$ cat src/rtl/mem_port_arbiter_pkg.sv
// Shared types for the I/D memory port arbiter: FSM states, grant owner, streak sizing.
package mem_port_arbiter_pkg;

  typedef enum logic [1:0] {
    IDLE   = 2'd0,
    BUSY_I = 2'd1,
    BUSY_D = 2'd2
  } arb_state_t;

  typedef enum logic {
    OWN_I = 1'b0,
    OWN_D = 1'b1
  } arb_owner_t;

  // Counter must be able to hold STARVE_LIMIT itself, since it saturates there.
  function automatic int streak_width(input int limit);
    return (limit < 1) ? 1 : $clog2(limit + 1);
  endfunction

endpackage

$ cat src/rtl/mem_port_arbiter_if.sv
// Bundle of the fetch/data request ports, responses, hazard wait flags and memory port.
interface mem_port_arbiter_if #(
  parameter int ADDR_W = 32,
  parameter int DATA_W = 32
);
  localparam int STRB_W = DATA_W / 8;

  logic              ireq_valid;
  logic [ADDR_W-1:0] ireq_addr;
  logic              dreq_valid;
  logic [ADDR_W-1:0] dreq_addr;
  logic              dreq_write;
  logic [STRB_W-1:0] dreq_strobe;
  logic [DATA_W-1:0] dreq_wdata;

  logic              iresp_ok;
  logic              dresp_ok;
  logic [DATA_W-1:0] resp_data;

  logic              mem_valid;
  logic [ADDR_W-1:0] mem_addr;
  logic              mem_write;
  logic [STRB_W-1:0] mem_strobe;
  logic [DATA_W-1:0] mem_wdata;
  logic              mem_ready;
  logic [DATA_W-1:0] mem_rdata;

  logic              i_wait;
  logic              d_wait;

  modport slave (
    input  ireq_valid, ireq_addr,
    input  dreq_valid, dreq_addr, dreq_write, dreq_strobe, dreq_wdata,
    output iresp_ok, dresp_ok, resp_data,
    output mem_valid, mem_addr, mem_write, mem_strobe, mem_wdata,
    input  mem_ready, mem_rdata,
    output i_wait, d_wait
  );

  modport master (
    output ireq_valid, ireq_addr,
    output dreq_valid, dreq_addr, dreq_write, dreq_strobe, dreq_wdata,
    input  iresp_ok, dresp_ok, resp_data,
    input  mem_valid, mem_addr, mem_write, mem_strobe, mem_wdata,
    output mem_ready, mem_rdata,
    input  i_wait, d_wait
  );

endinterface

$ cat src/rtl/mem_port_arbiter_arb_pick.sv
// Combinational grant picker: D wins ties unless it has already won STARVE_LIMIT times in a row.
module mem_port_arbiter_arb_pick
  import mem_port_arbiter_pkg::*;
#(
  parameter int STARVE_LIMIT = 4,
  parameter int STREAK_W     = streak_width(STARVE_LIMIT)
) (
  input  logic                ireq_valid,
  input  logic                dreq_valid,
  input  logic [STREAK_W-1:0] d_streak,
  output logic                grant_valid,
  output arb_owner_t          owner
);

  localparam logic [STREAK_W-1:0] LIMIT = STREAK_W'(STARVE_LIMIT);

  always_comb begin
    grant_valid = ireq_valid | dreq_valid;
    owner       = OWN_I;
    if (dreq_valid && (!ireq_valid || (d_streak < LIMIT))) begin
      owner = OWN_D;
    end
  end

endmodule

$ cat src/rtl/mem_port_arbiter.sv
// Single memory port shared by instruction fetch and data access; grant is held until mem_ready,
// and the response is routed straight back to the owner in the completion cycle.
module mem_port_arbiter
  import mem_port_arbiter_pkg::*;
#(
  parameter int ADDR_W       = 32,
  parameter int DATA_W       = 32,
  parameter int STARVE_LIMIT = 4
) (
  input logic          clk,
  input logic          reset,
  mem_port_arbiter_if.slave bus
);

  localparam int STRB_W   = DATA_W / 8;
  localparam int STREAK_W = streak_width(STARVE_LIMIT);
  localparam logic [STREAK_W-1:0] LIMIT = STREAK_W'(STARVE_LIMIT);

  typedef struct packed {
    logic [ADDR_W-1:0] addr;
    logic              write;
    logic [STRB_W-1:0] strobe;
    logic [DATA_W-1:0] wdata;
  } arb_req_t;

  arb_state_t          state, state_next;
  logic [STREAK_W-1:0] d_streak, d_streak_next;
  arb_req_t            req_q, req_next;
  logic                grant_valid;
  arb_owner_t          grant_owner;

  function automatic logic [STREAK_W-1:0] sat_inc(input logic [STREAK_W-1:0] v);
    return (v >= LIMIT) ? LIMIT : v + STREAK_W'(1);
  endfunction

  mem_port_arbiter_arb_pick #(
    .STARVE_LIMIT (STARVE_LIMIT),
    .STREAK_W     (STREAK_W)
  ) u_pick (
    .ireq_valid  (bus.ireq_valid),
    .dreq_valid  (bus.dreq_valid),
    .d_streak    (d_streak),
    .grant_valid (grant_valid),
    .owner       (grant_owner)
  );

  always_comb begin
    state_next    = state;
    d_streak_next = d_streak;
    req_next      = req_q;
    unique case (state)
      IDLE: begin
        if (grant_valid) begin
          if (grant_owner == OWN_D) begin
            state_next      = BUSY_D;
            req_next.addr   = bus.dreq_addr;
            req_next.write  = bus.dreq_write;
            req_next.strobe = bus.dreq_strobe;
            req_next.wdata  = bus.dreq_wdata;
            // The streak only counts wins that actually made fetch wait.
            d_streak_next   = bus.ireq_valid ? sat_inc(d_streak) : '0;
          end else begin
            state_next      = BUSY_I;
            req_next.addr   = bus.ireq_addr;
            req_next.write  = 1'b0;
            req_next.strobe = '0;
            req_next.wdata  = '0;
            d_streak_next   = '0;
          end
        end
      end
      BUSY_I, BUSY_D: begin
        if (bus.mem_ready) begin
          state_next = IDLE;
        end
      end
      default: state_next = IDLE;
    endcase
  end

  always_ff @(posedge clk or posedge reset) begin
    if (reset) begin
      state    <= IDLE;
      d_streak <= '0;
      req_q    <= '0;
    end else begin
      state    <= state_next;
      d_streak <= d_streak_next;
      req_q    <= req_next;
    end
  end

  // mem_valid decodes the state register, so an async reset drops it without waiting for an edge.
  always_comb begin
    bus.mem_valid  = (state != IDLE);
    bus.mem_addr   = req_q.addr;
    bus.mem_write  = req_q.write;
    bus.mem_strobe = req_q.strobe;
    bus.mem_wdata  = req_q.wdata;

    bus.iresp_ok   = (state == BUSY_I) && bus.mem_ready;
    bus.dresp_ok   = (state == BUSY_D) && bus.mem_ready;
    bus.resp_data  = (bus.iresp_ok || bus.dresp_ok) ? bus.mem_rdata : '0;

    bus.i_wait     = bus.ireq_valid & ~bus.iresp_ok;
    bus.d_wait     = bus.dreq_valid & ~bus.dresp_ok;
  end

endmodule

$ cat src/flat_wrapper.sv
// flat-port wrapper written by rule: the top's interface ports become plain ports
module mem_port_arbiter_flat import mem_port_arbiter_pkg::*;
#(
  parameter int ADDR_W       = 32,
  parameter int DATA_W       = 32,
  parameter int STARVE_LIMIT = 4
)
  (clk, reset, bus_ireq_valid, bus_ireq_addr, bus_dreq_valid, bus_dreq_addr, bus_dreq_write, bus_dreq_strobe, bus_dreq_wdata, bus_iresp_ok, bus_dresp_ok, bus_resp_data, bus_mem_valid, bus_mem_addr, bus_mem_write, bus_mem_strobe, bus_mem_wdata, bus_mem_ready, bus_mem_rdata, bus_i_wait, bus_d_wait);
  mem_port_arbiter_if #(.ADDR_W(ADDR_W), .DATA_W(DATA_W)) bus_i ();
  input logic clk;
  input logic reset;
  input wire logic [$bits(bus_i.ireq_valid)-1:0] bus_ireq_valid;
  input wire logic [$bits(bus_i.ireq_addr)-1:0] bus_ireq_addr;
  input wire logic [$bits(bus_i.dreq_valid)-1:0] bus_dreq_valid;
  input wire logic [$bits(bus_i.dreq_addr)-1:0] bus_dreq_addr;
  input wire logic [$bits(bus_i.dreq_write)-1:0] bus_dreq_write;
  input wire logic [$bits(bus_i.dreq_strobe)-1:0] bus_dreq_strobe;
  input wire logic [$bits(bus_i.dreq_wdata)-1:0] bus_dreq_wdata;
  output wire logic [$bits(bus_i.iresp_ok)-1:0] bus_iresp_ok;
  output wire logic [$bits(bus_i.dresp_ok)-1:0] bus_dresp_ok;
  output wire logic [$bits(bus_i.resp_data)-1:0] bus_resp_data;
  output wire logic [$bits(bus_i.mem_valid)-1:0] bus_mem_valid;
  output wire logic [$bits(bus_i.mem_addr)-1:0] bus_mem_addr;
  output wire logic [$bits(bus_i.mem_write)-1:0] bus_mem_write;
  output wire logic [$bits(bus_i.mem_strobe)-1:0] bus_mem_strobe;
  output wire logic [$bits(bus_i.mem_wdata)-1:0] bus_mem_wdata;
  input wire logic [$bits(bus_i.mem_ready)-1:0] bus_mem_ready;
  input wire logic [$bits(bus_i.mem_rdata)-1:0] bus_mem_rdata;
  output wire logic [$bits(bus_i.i_wait)-1:0] bus_i_wait;
  output wire logic [$bits(bus_i.d_wait)-1:0] bus_d_wait;
  assign bus_i.ireq_valid = bus_ireq_valid;
  assign bus_i.ireq_addr = bus_ireq_addr;
  assign bus_i.dreq_valid = bus_dreq_valid;
  assign bus_i.dreq_addr = bus_dreq_addr;
  assign bus_i.dreq_write = bus_dreq_write;
  assign bus_i.dreq_strobe = bus_dreq_strobe;
  assign bus_i.dreq_wdata = bus_dreq_wdata;
  assign bus_iresp_ok = bus_i.iresp_ok;
  assign bus_dresp_ok = bus_i.dresp_ok;
  assign bus_resp_data = bus_i.resp_data;
  assign bus_mem_valid = bus_i.mem_valid;
  assign bus_mem_addr = bus_i.mem_addr;
  assign bus_mem_write = bus_i.mem_write;
  assign bus_mem_strobe = bus_i.mem_strobe;
  assign bus_mem_wdata = bus_i.mem_wdata;
  assign bus_i.mem_ready = bus_mem_ready;
  assign bus_i.mem_rdata = bus_mem_rdata;
  assign bus_i_wait = bus_i.i_wait;
  assign bus_d_wait = bus_i.d_wait;
  mem_port_arbiter #(.ADDR_W(ADDR_W), .DATA_W(DATA_W), .STARVE_LIMIT(STARVE_LIMIT)) u_core (.clk(clk), .reset(reset), .bus(bus_i));
endmodule
$ cat config.mk
export PLATFORM = sky130hd
export DESIGN_NAME = mem_port_arbiter_flat
export DESIGN_NICKNAME = d
export VERILOG_FILES = /design/src/rtl/mem_port_arbiter_pkg.sv /design/src/rtl/mem_port_arbiter_if.sv /design/src/rtl/mem_port_arbiter_arb_pick.sv /design/src/rtl/mem_port_arbiter.sv /design/src/flat_wrapper.sv
export SDC_FILE = /design/constraint.sdc
export NUM_CORES = 1
export LEC_CHECK = 0
export BUFFER_PORTS_ARGS = -buffer_cell sky130_fd_sc_hd__buf_2
export CELL_PAD_IN_SITES_DETAIL_PLACEMENT = 0
export CELL_PAD_IN_SITES_GLOBAL_PLACEMENT = 1
export CORE_ASPECT_RATIO = 0.7
export CORE_MARGIN = 2
export CORE_UTILIZATION = 29
export CTS_CLUSTER_SIZE = 30
export DETAILED_ROUTE_END_ITERATION = 8
export PLACE_DENSITY = 0.91
export SLEW_MARGIN = 20
export SYNTH_ARGS = -nofsm -noshare
export SYNTH_HDL_FRONTEND = slang
export SYNTH_HIERARCHICAL = 1
export SYNTH_SLANG_ARGS = --single-unit
$ cat constraint.sdc
create_clock -name clk -period 2.7 [get_ports clk]
set_input_delay 0.405 -clock clk [delete_from_list [all_inputs] [get_ports clk]]
set_output_delay 0.405 -clock clk [all_outputs]
set_load 0.05 [all_outputs]
* Word-level counts from Yosys, hierarchy flattened
Index checks and enable logic that the tools add are counted.
** Word-level totals
- Register bits :: 74
- Input bits :: 138
- Output and inout bits :: 106
- Word-level logic and storage cells :: 39
** Cells by class
- $add $sub $neg :: 1
- Magnitude comparators :: 2
- Eq/ne operators :: 4
- Muxes and demuxes :: 10
- Bitwise operators :: 5
- Reductions and logical operators :: 11
** Operators by type and width (count)
- $mux W69 :: 1
- $mux W32 :: 1
- $mux W3 :: 3
- $mux W2 :: 3
- $pmux W2 S2 :: 1
- $reduce_and A2 Y1 :: 2
- $add A3 B1 Y3 const B :: 1
- $ge A3 B3 Y1 const B :: 1
- $logic_and A1 B1 Y1 :: 3
- $lt A3 B3 Y1 const B :: 1
- $and A1 B1 Y1 :: 2
- $eq A2 B1 Y1 const B :: 1
- $eq A2 B2 Y1 const B :: 1
- $logic_not A2 Y1 :: 1
- $logic_or A1 B1 Y1 :: 2
- $ne A2 B1 Y1 const B :: 1
- $ne A2 B2 Y1 const B :: 1
- $not A1 Y1 :: 2
- $reduce_bool A2 Y1 :: 1
- $reduce_or A2 Y1 :: 1
- $logic_not A1 Y1 :: 1
- $mux W1 :: 1
- $or A1 B1 Y1 :: 1

* Logic depth before layout (Yosys ltp)
Gate-level depths: netlist (run 1).
- Depth in word-level cells :: 7
- Mapped depth :: 7
- Depth with buffers taken out :: 5

* Cells and area by module
Netlist (run 1), hierarchy kept.
** By module, submodules not included
- mem_port_arbiter :: instances 1, cells each 371, area an instance 3475.8 um^2, seq. area each 1851.8 um^2
- mem_port_arbiter_arb_pick :: instances 1, cells each 2, area an instance 13.8 um^2, seq. area each 0.0 um^2

* Worst setup path before layout (run 1)
No wires, ideal clock.
- Path type :: reg-to-output
- From :: register u_core.state[0]
- To :: output port bus_d_wait
- Arrival :: 1.680 ns
- Required time :: 2.295 ns
- Slack :: 0.615 ns
- Stages on the path, launching flop included :: 5
- Buffers on the path :: 0
- Cell sequence :: dfrtp_1 inv_1 ha_1 and2_1 nor2b_1
** Between the ends
- Word-level cells in the longest chain between the ends :: 4
** Ends and longest elaborated chain
- from (decl) :: line mem_port_arbiter.sv:26 : arb_state_t state, state_next;
- from (signal assigned) :: line mem_port_arbiter.sv:87 : state <= state_next;
- $eq A2 B2 Y1 :: line mem_port_arbiter.sv:102 : bus.dresp_ok = (state == BUSY_D) && bus.mem_ready;
- $logic_and A1 B1 Y1 :: line mem_port_arbiter.sv:102
- net bus_dresp_ok :: line flat_wrapper.sv:20 : output wire logic [$bits(bus_i.dresp_ok)-1:0] bus_dresp_ok;
- $not A1 Y1 :: line mem_port_arbiter.sv:106 : bus.d_wait = bus.dreq_valid & ~bus.dresp_ok;
- $and A1 B1 Y1 :: line mem_port_arbiter.sv:106
- to (decl) :: line flat_wrapper.sv:30 : output wire logic [$bits(bus_i.d_wait)-1:0] bus_d_wait;
The timed path passes the listed nets, and every way through them passes these cells.

* Final worst setup path (run 1)
- From :: register u_core.state[0]
- To :: output port bus_resp_data[11]
** Between the ends
- Word-level cells in the longest chain between the ends :: 4
- Elaborated cells between the ends (all ways) :: 6
- Classes of those cells :: eq/ne: 2; mux: 1; reduce/logical: 3
** Ends and longest elaborated chain
- $eq A2 B1 Y1 / $eq A2 B2 Y1 (equally long branches) :: line mem_port_arbiter.sv:101, mem_port_arbiter.sv:102
- $logic_and A1 B1 Y1 (on tied branches) :: line mem_port_arbiter.sv:101, mem_port_arbiter.sv:102
- $logic_or A1 B1 Y1 * :: line mem_port_arbiter.sv:103 : bus.resp_data = (bus.iresp_ok || bus.dresp_ok) ? bus.mem_rdata : '0;
- $mux W32 * :: line mem_port_arbiter.sv:103
- to (decl) :: line flat_wrapper.sv:21 : output wire logic [$bits(bus_i.resp_data)-1:0] bus_resp_data;
Mark *: on every way between the ends. The rest lies on a longest branch, timed or not.

==> impl_summary.log, run 1 <==
[metrics] max cap viols: 0
[metrics] total net switching power: 3.98 mW
[metrics] maximum achievable frequency: 397 MHz
[metrics] critical path depth: 5
[metrics] total die area: 0.0129 mm^2
[metrics] clock sink total: 74
[metrics] routability cong.: 0.832
[metrics] Cell Area, Synth: 0.00349 mm^2
[metrics] final worst-path cycle share: 0.932
[metrics] number of global-route vias before repair: 3181
[metrics] dominant register cell in the synthesized netlist: sky130_fd_sc_hd__dfrtp_1
[metrics] TritonCTS clock tree: yes
[metrics] clock slew at the register clock pins of the worst setup and hold paths: 60 ps
[metrics] half-perimeter wire length after detailed placement: 7.62 mm
[metrics] share of the yosys chip area belonging to registers: 0.531
[metrics] maximum clock path buffer count: 2
[metrics] synthesized flop and latch total: 74
[metrics] ranking of synthesized cells by area: sky130_fd_sc_hd__dfrtp_1 (53%), sky130_fd_sc_hd__nand2_1 (12%), sky130_fd_sc_hd__mux2i_1 (9.2%)
[metrics] top library cells by usage in the layout, fill and taps aside: sky130_fd_sc_hd__buf_2 (243), sky130_fd_sc_hd__nand2_1 (108), sky130_fd_sc_hd__dfrtp_1 (74), sky130_fd_sc_hd__nand3_1 (37)
[metrics] initial antenna violation count: 0
[metrics] share of Yosys cell area claimed by the top area cell type: 0.531
[metrics] share of cells above drive strength 1: 0.438
[metrics] warnings from Yosys: 6
[metrics] first-pass GRT wire length: 15.0 mm
[metrics] Post-Synthesis Cells: 373
[metrics] worst reg-to-reg path cell count: 5
[metrics] starting utilization of the core area: 0.298
[metrics] buffers added on ports: 243
[metrics] Routed WL per cell: 12.9 um
[metrics] synth unique cells: 25
[metrics] drt first pass iters: 4
[metrics] number of buffers added to fix hold violations after cts: 0
[metrics] critical-path cell list: inv_1, ha_1, o21a_1, and2_1, buf_2
[metrics] worst clock skew: 5.72 ps
[metrics] count of routing violations after the opening detailed-route iteration: 130
[metrics] type of the worst min-delay path: in -> async
[metrics] count of endpoints failing hold in the final timing report: 0
[metrics] combined area of the multi-input logic cells: 0.00148 mm^2
[metrics] Clock Latency Late Sink: 330 ps
[metrics] number of ports placed on the die boundary: 244
[metrics] final setup violating endpoints: 0
[metrics] Sequential Area: 0.00185 mm^2
[metrics] maximum fanout encountered on the critical timing path: 32
[metrics] Setup Total Neg Slack: 0 ps
[metrics] Total Nets Final: 747
[metrics] clock period minus final worst setup slack: 2520 ps
[metrics] category of cells accounting for the largest share of critical-path delay: compound AO/OA/AOI/OAI gates
[metrics] Int Pwr: 3.28 mW
[metrics] Row Count: 33
[metrics] floorplan core area: 0.0117 mm^2
[metrics] worst-path cell with the longest stage delay: sky130_fd_sc_hd__o21a_1
[metrics] via density per instance: 4.41
[metrics] TritonCTS buffer count: 9
[metrics] area of all placed cells without fillers: 0.00515 mm^2
[metrics] kind of launch point of the worst setup path: flip-flop
[metrics] count of vias placed by the detailed router: 3377
[metrics] maximum cell stage delay along the critical path: 610 ps
[metrics] relative slew slack: 0.437
[metrics] number of diodes: 0
[metrics] remaining global-route overflow: 0
[metrics] fraction of registers with async set or reset after synthesis: 1.00
[metrics] Slew Viols, Final: 0
[metrics] LEAKAGE: 2.98 nW
[metrics] wirelength, routed: 9.91 mm
[metrics] Root Driver: sky130_fd_sc_hd__clkbuf_16
[metrics] remaining number of nets flagged by the antenna check after routing: 0
[metrics] post-detailed-route DRC marker count: 0
[metrics] result of the run: finished clean
[metrics] worst setup path startpoint: u_core/state[0]
[metrics] Resize count post-CTS: 0
[metrics] synthesized area per cell: 9.36 um^2
[metrics] count of flip-flops with a built-in enable after synthesis: 0
[metrics] library cell with the largest summed area after synthesis: sky130_fd_sc_hd__dfrtp_1
[metrics] fraction of power consumed by sequential logic: 0.260
[metrics] Filler Cell Count: 1172
[metrics] logic gate share of total power: 0.572
[metrics] area added between synthesis and finish: 47.6%
[metrics] Die X: 135 um
[metrics] Bufs and invs on worst path: 2
[metrics] setup repair after global routing missed its margin: false
[metrics] power per unit of standard cell area: 1410 mW/mm^2
[metrics] GRT Total Usage: 0.148
[metrics] transition time at the pin with the least slew margin: 845 ps
[metrics] most common cell after layout, fill and taps aside: sky130_fd_sc_hd__buf_2
[metrics] die span in y: 95.8 um
[metrics] deepest level of the CTS H-tree: 3
[metrics] net count after synthesis: 516
[metrics] Reg-to-Reg Start: u_core/state[0]
[metrics] data arrival time at the worst-slack endpoint: 2110 ps
[metrics] instance area after placement: 0.00483 mm^2
[metrics] setup bufs post-CTS: 0
[metrics] Worst Setup End Kind: output port
[metrics] Required @ worst endpoint: 2300 ps
[metrics] largest net degree at the start of global routing: 75
[metrics] fraction of power spent switching nets: 0.548
[metrics] clock network power share: 0.168
[metrics] type of the worst setup path: reg -> out
[metrics] IR Drop Worst-Case VDD: 620 uV
-- Yosys cell counts, types with 2 or more instances --
cell,n
sky130_fd_sc_hd__nand3_1,37
sky130_fd_sc_hd__buf_6,4
sky130_fd_sc_hd__o21ai_0,34
sky130_fd_sc_hd__buf_2,12
sky130_fd_sc_hd__ha_1,5
sky130_fd_sc_hd__nand2_1,108
sky130_fd_sc_hd__dfrtp_1,74
sky130_fd_sc_hd__clkbuf_1,9
sky130_fd_sc_hd__mux2i_1,32
sky130_fd_sc_hd__a21oi_1,2
sky130_fd_sc_hd__and2_1,35
sky130_fd_sc_hd__buf_4,2
sky130_fd_sc_hd__nor2b_1,2
sky130_fd_sc_hd__inv_1,6
-- kinds of logic (layout without fill, tap and decap cells) --
logic type,after synthesis,count (layout),share of synthesized area
AO/OA/AOI/OAI,41,41,0.0631
adder cells (fa/ha/maj),5,5,0.0179
buffers and inverters,33,269,0.0506
flip-flops,74,74,0.531
multiplexers,32,32,0.0918
AND/OR/NAND/NOR,188,188,0.246
-- worst min-delay path, stage by stage --
cell and delay [ps]:
sky130_fd_sc_hd__buf_2 100, sky130_fd_sc_hd__clkinv_2 50, sky130_fd_sc_hd__buf_12 320
-- worst paths after layout --
kind / slack, ps / end
setup reg to reg: 850 / u_core/state[0]
min in group clk: 300 / u_core/bus.mem_write
setup / recovery: 180 / bus_resp_data[11]
max in group asynchronous: 2240 / u_core/bus.mem_wdata[2]
hold / removal: 130 / u_core/bus.mem_write
hold reg to reg: 460 / u_core/bus.mem_wdata[22]
-- sequential cells by signal, indices dropped and copies added, names as in the netlist --
| register | count |
|---|---|
| u_core/bus.mem_addr | 32 |
| u_core/bus.mem_wdata | 32 |
| u_core/bus.mem_strobe | 4 |
| u_core/d_streak | 3 |
| u_core/state | 2 |
| u_core/bus.mem_write | 1 |
-- metrics by stage --
stage | power [mW] | cells | hold WS (ps) | util | setup slack (ps)
2_1_floorplan | 5.10 | 373 | 484 | - | 413
3_3_place_gp | 6.00 | 750 | 445 | 0.412 | 679
3_5_place_dp | 6.09 | 750 | 451 | 0.412 | 533
4_1_cts | 7.34 | 766 | 160 | 0.439 | 160
5_1_grt | 7.69 | 766 | 166 | 0.439 | 3.15
6_report | 7.26 | 766 | 133 | 0.439 | 184
-- power by group through the flow --
stage / Combinational [mW] / Clock (mW) / Sequential (mW)
final: 4.15 / 1.22 / 1.89
after global routing: 4.42 / 1.31 / 1.96
after CTS: 4.19 / 1.26 / 1.89
after detailed placement: 4.19 / 0 / 1.91
after global placement: 4.12 / 0 / 1.88
after floorplan: 1.48 / 0 / 3.63
-- cell type report --
type                    count  share of cell area
clock buffers              11              0.0491
inverters                   6             0.00462
multi-input cells         266               0.287
repair buffers            247               0.249
clock inverters             5              0.0121
well taps                 157              0.0381
flip-flops and latches     74               0.360
-- metal layers --
layer	GRT usage	share of wire	routed length (um)
met1	0.169	0.41	4060
met2	0.259	0.49	4840
met3	0.0479	0.085	842
met4	0.0625	0.017	167
met5	0	0	0
(Power assumes the default switching activity.)
==> run 2: changes to the inputs <==
CORE_MARGIN = not set   (was 2)
CTS_CLUSTER_DIAMETER = 150   (was not set)
PLACE_DENSITY = 0.9   (was 0.91)
SYNTH_HIERARCHICAL = not set   (was 1)
==> run 2 against run 1 <==
Against the previous run: combinational power is 3% higher; sequential power hardly changed; worst setup slack better by 300 ps; critical endpoint is now bus_resp_data[22]; highest routed layer unchanged; die area is 10% lower; routed wire length is 0.73% lower; largest power group unchanged; critical path type unchanged; final area is 3.6% lower; hold slack better by 64 ps; core utilization is 2.8 points higher; clock-buffer cell count is 1 lower.
==> impl_summary.log, run 2 <==
[metrics] worst reg-to-reg path cell count: 7 (was 5)
[metrics] initial antenna violation count: 0 (unchanged)
[metrics] post-detailed-route DRC marker count: 0 (unchanged)
[metrics] total die area: 0.0116 mm^2 (was 0.0129 mm^2)
[metrics] type of the worst min-delay path: in -> async (unchanged)
[metrics] number of global-route vias before repair: 2994 (was 3181)
[metrics] power per unit of standard cell area: 1500 mW/mm^2 (was 1410 mW/mm^2)
[metrics] die span in y: 90.5 um (was 95.8 um)
[metrics] clock slew at the register clock pins of the worst setup and hold paths: 60 ps (about the same)
[metrics] setup repair after global routing missed its margin: false (unchanged)
[metrics] deepest level of the CTS H-tree: 3 (unchanged)
[metrics] IR Drop Worst-Case VDD: 613 uV (was 620 uV)
[metrics] count of flip-flops with a built-in enable after synthesis: 0 (unchanged)
[metrics] fraction of power spent switching nets: 0.511 (was 0.548)
[metrics] drt first pass iters: 4 (unchanged)
[metrics] Sequential Area: 0.00185 mm^2 (unchanged)
[metrics] number of buffers added to fix hold violations after cts: 0 (unchanged)
[metrics] routability cong.: 0.755 (was 0.832)
[metrics] type of the worst setup path: reg -> out (unchanged)
[metrics] most common cell after layout, fill and taps aside: sky130_fd_sc_hd__buf_2 (unchanged)
[metrics] most used standard cell by instance count after synthesis: sky130_fd_sc_hd__dfrtp_1 (was sky130_fd_sc_hd__nand2_1)
[metrics] Die X: 128 um (was 135 um)
[metrics] remaining number of nets flagged by the antenna check after routing: 0 (unchanged)
[metrics] share of cells above drive strength 1: 0.537 (was 0.438)
[metrics] post-route worst setup slack: 481 ps (was 184 ps)
[metrics] final setup violating endpoints: 0 (unchanged)
[metrics] worst clock skew: 7.41 ps (was 5.72 ps)
[metrics] kind of launch point of the worst setup path: flip-flop (unchanged)
[metrics] Int Pwr: 3.65 mW (was 3.28 mW)
[metrics] floorplan core area: 0.0106 mm^2 (was 0.0117 mm^2)
[metrics] Filler Cell Count: 1007 (was 1172)
[metrics] number of diodes: 0 (unchanged)
[metrics] count of endpoints failing hold in the final timing report: 0 (unchanged)
[metrics] library cell with the largest summed area after synthesis: sky130_fd_sc_hd__dfrtp_1 (unchanged)
[metrics] transition time at the pin with the least slew margin: 732 ps (was 845 ps)
[metrics] maximum achievable frequency: 451 MHz (was 397 MHz)
[metrics] post-route worst hold slack: 197 ps (was 133 ps)
[metrics] fraction of power consumed by sequential logic: 0.252 (was 0.260)
[metrics] data arrival time at the worst-slack endpoint: 1810 ps (was 2110 ps)
[metrics] first-pass GRT wire length: 15.5 mm (was 15.0 mm)
[metrics] Setup Total Neg Slack: 0 ps (unchanged)
[metrics] largest net degree at the start of global routing: 46 (was 75)
[metrics] Row Count: 31 (was 33)
[metrics] total net switching power: 3.82 mW (was 3.98 mW)
[metrics] max cap viols: 0 (unchanged)
[metrics] Cell Area, Synth: 0.00324 mm^2 (was 0.00349 mm^2)
[metrics] setup bufs post-CTS: 0 (unchanged)
[metrics] fraction of registers with async set or reset after synthesis: 1.00 (unchanged)
[metrics] starting utilization of the core area: 0.305 (was 0.298)
[metrics] maximum clock path buffer count: 2 (unchanged)
[metrics] minimum setup slack after placement: 466 ps (was 533 ps)
[metrics] Clock Latency Late Sink: 330 ps (about the same)
[metrics] warnings from Yosys: 0 (was 6)
[metrics] buffers added on ports: 243 (unchanged)
[metrics] TritonCTS clock tree: yes (unchanged)
[metrics] total placed cells including tap cells: 634 (was 750)
[metrics] Total Nets Final: 641 (was 747)
[metrics] clock period minus final worst setup slack: 2220 ps (was 2520 ps)
[metrics] clock network power share: 0.177 (was 0.168)
[metrics] logic gate share of total power: 0.571 (was 0.572)
[metrics] wirelength, routed: 9.84 mm (was 9.91 mm)
[metrics] share of Yosys cell area claimed by the top area cell type: 0.571 (was 0.531)
[metrics] clock sink total: 74 (unchanged)
[metrics] maximum fanout encountered on the critical timing path: 32 (unchanged)
[metrics] synthesized flop and latch total: 74 (unchanged)
[metrics] final core utilization: 0.467 (was 0.439)
[metrics] remaining global-route overflow: 0 (unchanged)
[metrics] synth unique cells: 22 (was 25)
[metrics] area added between synthesis and finish: 53.0% (was 47.6%)
[metrics] synthesized area per cell: 12.5 um^2 (was 9.36 um^2)
[metrics] Required @ worst endpoint: 2300 ps (about the same)
[metrics] ranking of synthesized cells by area: sky130_fd_sc_hd__dfrtp_1 (57%), sky130_fd_sc_hd__and2_1 (13%), sky130_fd_sc_hd__a22o_1 (11%) (was sky130_fd_sc_hd__dfrtp_1 (53%), sky130_fd_sc_hd__nand2_1 (12%), sky130_fd_sc_hd__mux2i_1 (9.2%))
[metrics] dominant register cell in the synthesized netlist: sky130_fd_sc_hd__dfrtp_1 (unchanged)
[metrics] combined area of the multi-input logic cells: 0.00126 mm^2 (was 0.00148 mm^2)
[metrics] Final Non-Filler Cells: 651 (was 766)
[metrics] Root Driver: sky130_fd_sc_hd__clkbuf_16 (unchanged)
[metrics] result of the run: finished clean (unchanged)
[metrics] count of routing violations after the opening detailed-route iteration: 92 (was 130)
[metrics] Routed WL per cell: 15.1 um (was 12.9 um)
[metrics] top library cells by usage in the layout, fill and taps aside: sky130_fd_sc_hd__buf_2 (243), sky130_fd_sc_hd__dfrtp_1 (74), sky130_fd_sc_hd__and2_1 (66), sky130_fd_sc_hd__a22o_1 (40), sky130_fd_sc_hd__a221o_1 (32) (was sky130_fd_sc_hd__buf_2 (243), sky130_fd_sc_hd__nand2_1 (108), sky130_fd_sc_hd__dfrtp_1 (74), sky130_fd_sc_hd__nand3_1 (37))
[metrics] relative slew slack: 0.511 (was 0.437)
[metrics] via density per instance: 4.61 (was 4.41)
[metrics] net count after synthesis: 402 (was 516)
[metrics] Worst Setup End Kind: output port (unchanged)
[metrics] count of vias placed by the detailed router: 3001 (was 3377)
[metrics] GRT Total Usage: 0.170 (was 0.148)
[metrics] final worst-path cycle share: 0.822 (was 0.932)
[metrics] number of ports placed on the die boundary: 244 (unchanged)
[metrics] half-perimeter wire length after detailed placement: 7.30 mm (was 7.62 mm)
[metrics] TritonCTS buffer count: 9 (unchanged)
[metrics] Slew Viols, Final: 0 (unchanged)
[metrics] Post-Synthesis Cells: 259 (was 373)
[metrics] most common library cells after synthesis: sky130_fd_sc_hd__dfrtp_1 (74), sky130_fd_sc_hd__and2_1 (66), sky130_fd_sc_hd__a22o_1 (40), sky130_fd_sc_hd__a221o_1 (32), sky130_fd_sc_hd__clkbuf_1 (9) (was sky130_fd_sc_hd__nand2_1 (108), sky130_fd_sc_hd__dfrtp_1 (74), sky130_fd_sc_hd__nand3_1 (37), sky130_fd_sc_hd__and2_1 (35), sky130_fd_sc_hd__o21ai_0 (34))
[metrics] share of the yosys chip area belonging to registers: 0.571 (was 0.531)
[metrics] LEAKAGE: 2.73 nW (was 2.98 nW)
run 2: layout make-up:
class,instances,area share
repair buffers,249,0.263
flip-flops and latches,74,0.373
well taps,148,0.0373
clock inverters,6,0.0192
clock buffers,10,0.0481
multi-input cells,158,0.255
inverters,6,0.00454
run 2: cell families (layout without fill, tap and decap cells):
kind of cell               count (synthesis)  in the layout  share of synthesized area
muxes                                      1              1                    0.00347
DFF                                       74             74                      0.571
adders and majority gates                  5              5                     0.0193
and+or+nand+nor                           74             74                      0.142
AOI/OAI and AO/OA                         78             78                      0.219
buffers and inverters                     27            271                     0.0455
run 2: layer usage:
| layer | wire, um | global-route usage |
|---|---|---|
| met1 | 4400 | 0.219 |
| met2 | 4740 | 0.275 |
| met5 | 0 | 0 |
| met4 | 58 | 0.0373 |
| met3 | 643 | 0.0545 |
run 2: power by group through the flow:
stage,registers [mW],logic [mW],clock network (mW)
2_1_floorplan,3.49,1.65,0
3_3_place_gp,1.87,4.16,0
3_5_place_dp,1.87,4.25,0
4_1_cts,1.88,4.25,1.36
5_1_grt,1.94,4.51,1.42
6_report,1.88,4.27,1.32
run 2: worst paths after layout:
path                                    startpoint                        to  slack, ps
setup / recovery                   u_core.state[1]         bus_resp_data[22]        480
hold / removal                               reset   u_core.bus.mem_addr[18]        200
setup reg to reg                   u_core.state[1]   u_core.bus.mem_addr[21]        740
hold reg to reg            u_core.bus.mem_wdata[0]   u_core.bus.mem_wdata[0]        490
max in group asynchronous                    reset  u_core.bus.mem_strobe[3]       1810
min in group clk                bus_dreq_wdata[23]  u_core.bus.mem_wdata[23]        300
run 2: metrics by stage:
step,power (mW),cell area (um^2)
after floorplan,5.14,3240
after global placement,6.04,4600
after detailed placement,6.13,4600
after CTS,7.49,4940
after global routing,7.87,4960
final,7.47,4960
run 2: worst max-delay path, cell delays in order (launching register included):
cell and delay [ps]:
sky130_fd_sc_hd__dfrtp_1 390, sky130_fd_sc_hd__inv_1 90, sky130_fd_sc_hd__ha_1 170, sky130_fd_sc_hd__o21a_2 380, sky130_fd_sc_hd__and2_1 190, sky130_fd_sc_hd__buf_2 260
run 2: timing repair:
action / CTS / global route
hold endpoints to repair: 0 / 0
setup endpoints to repair: 0 / 1
resized for setup: 0 / 1
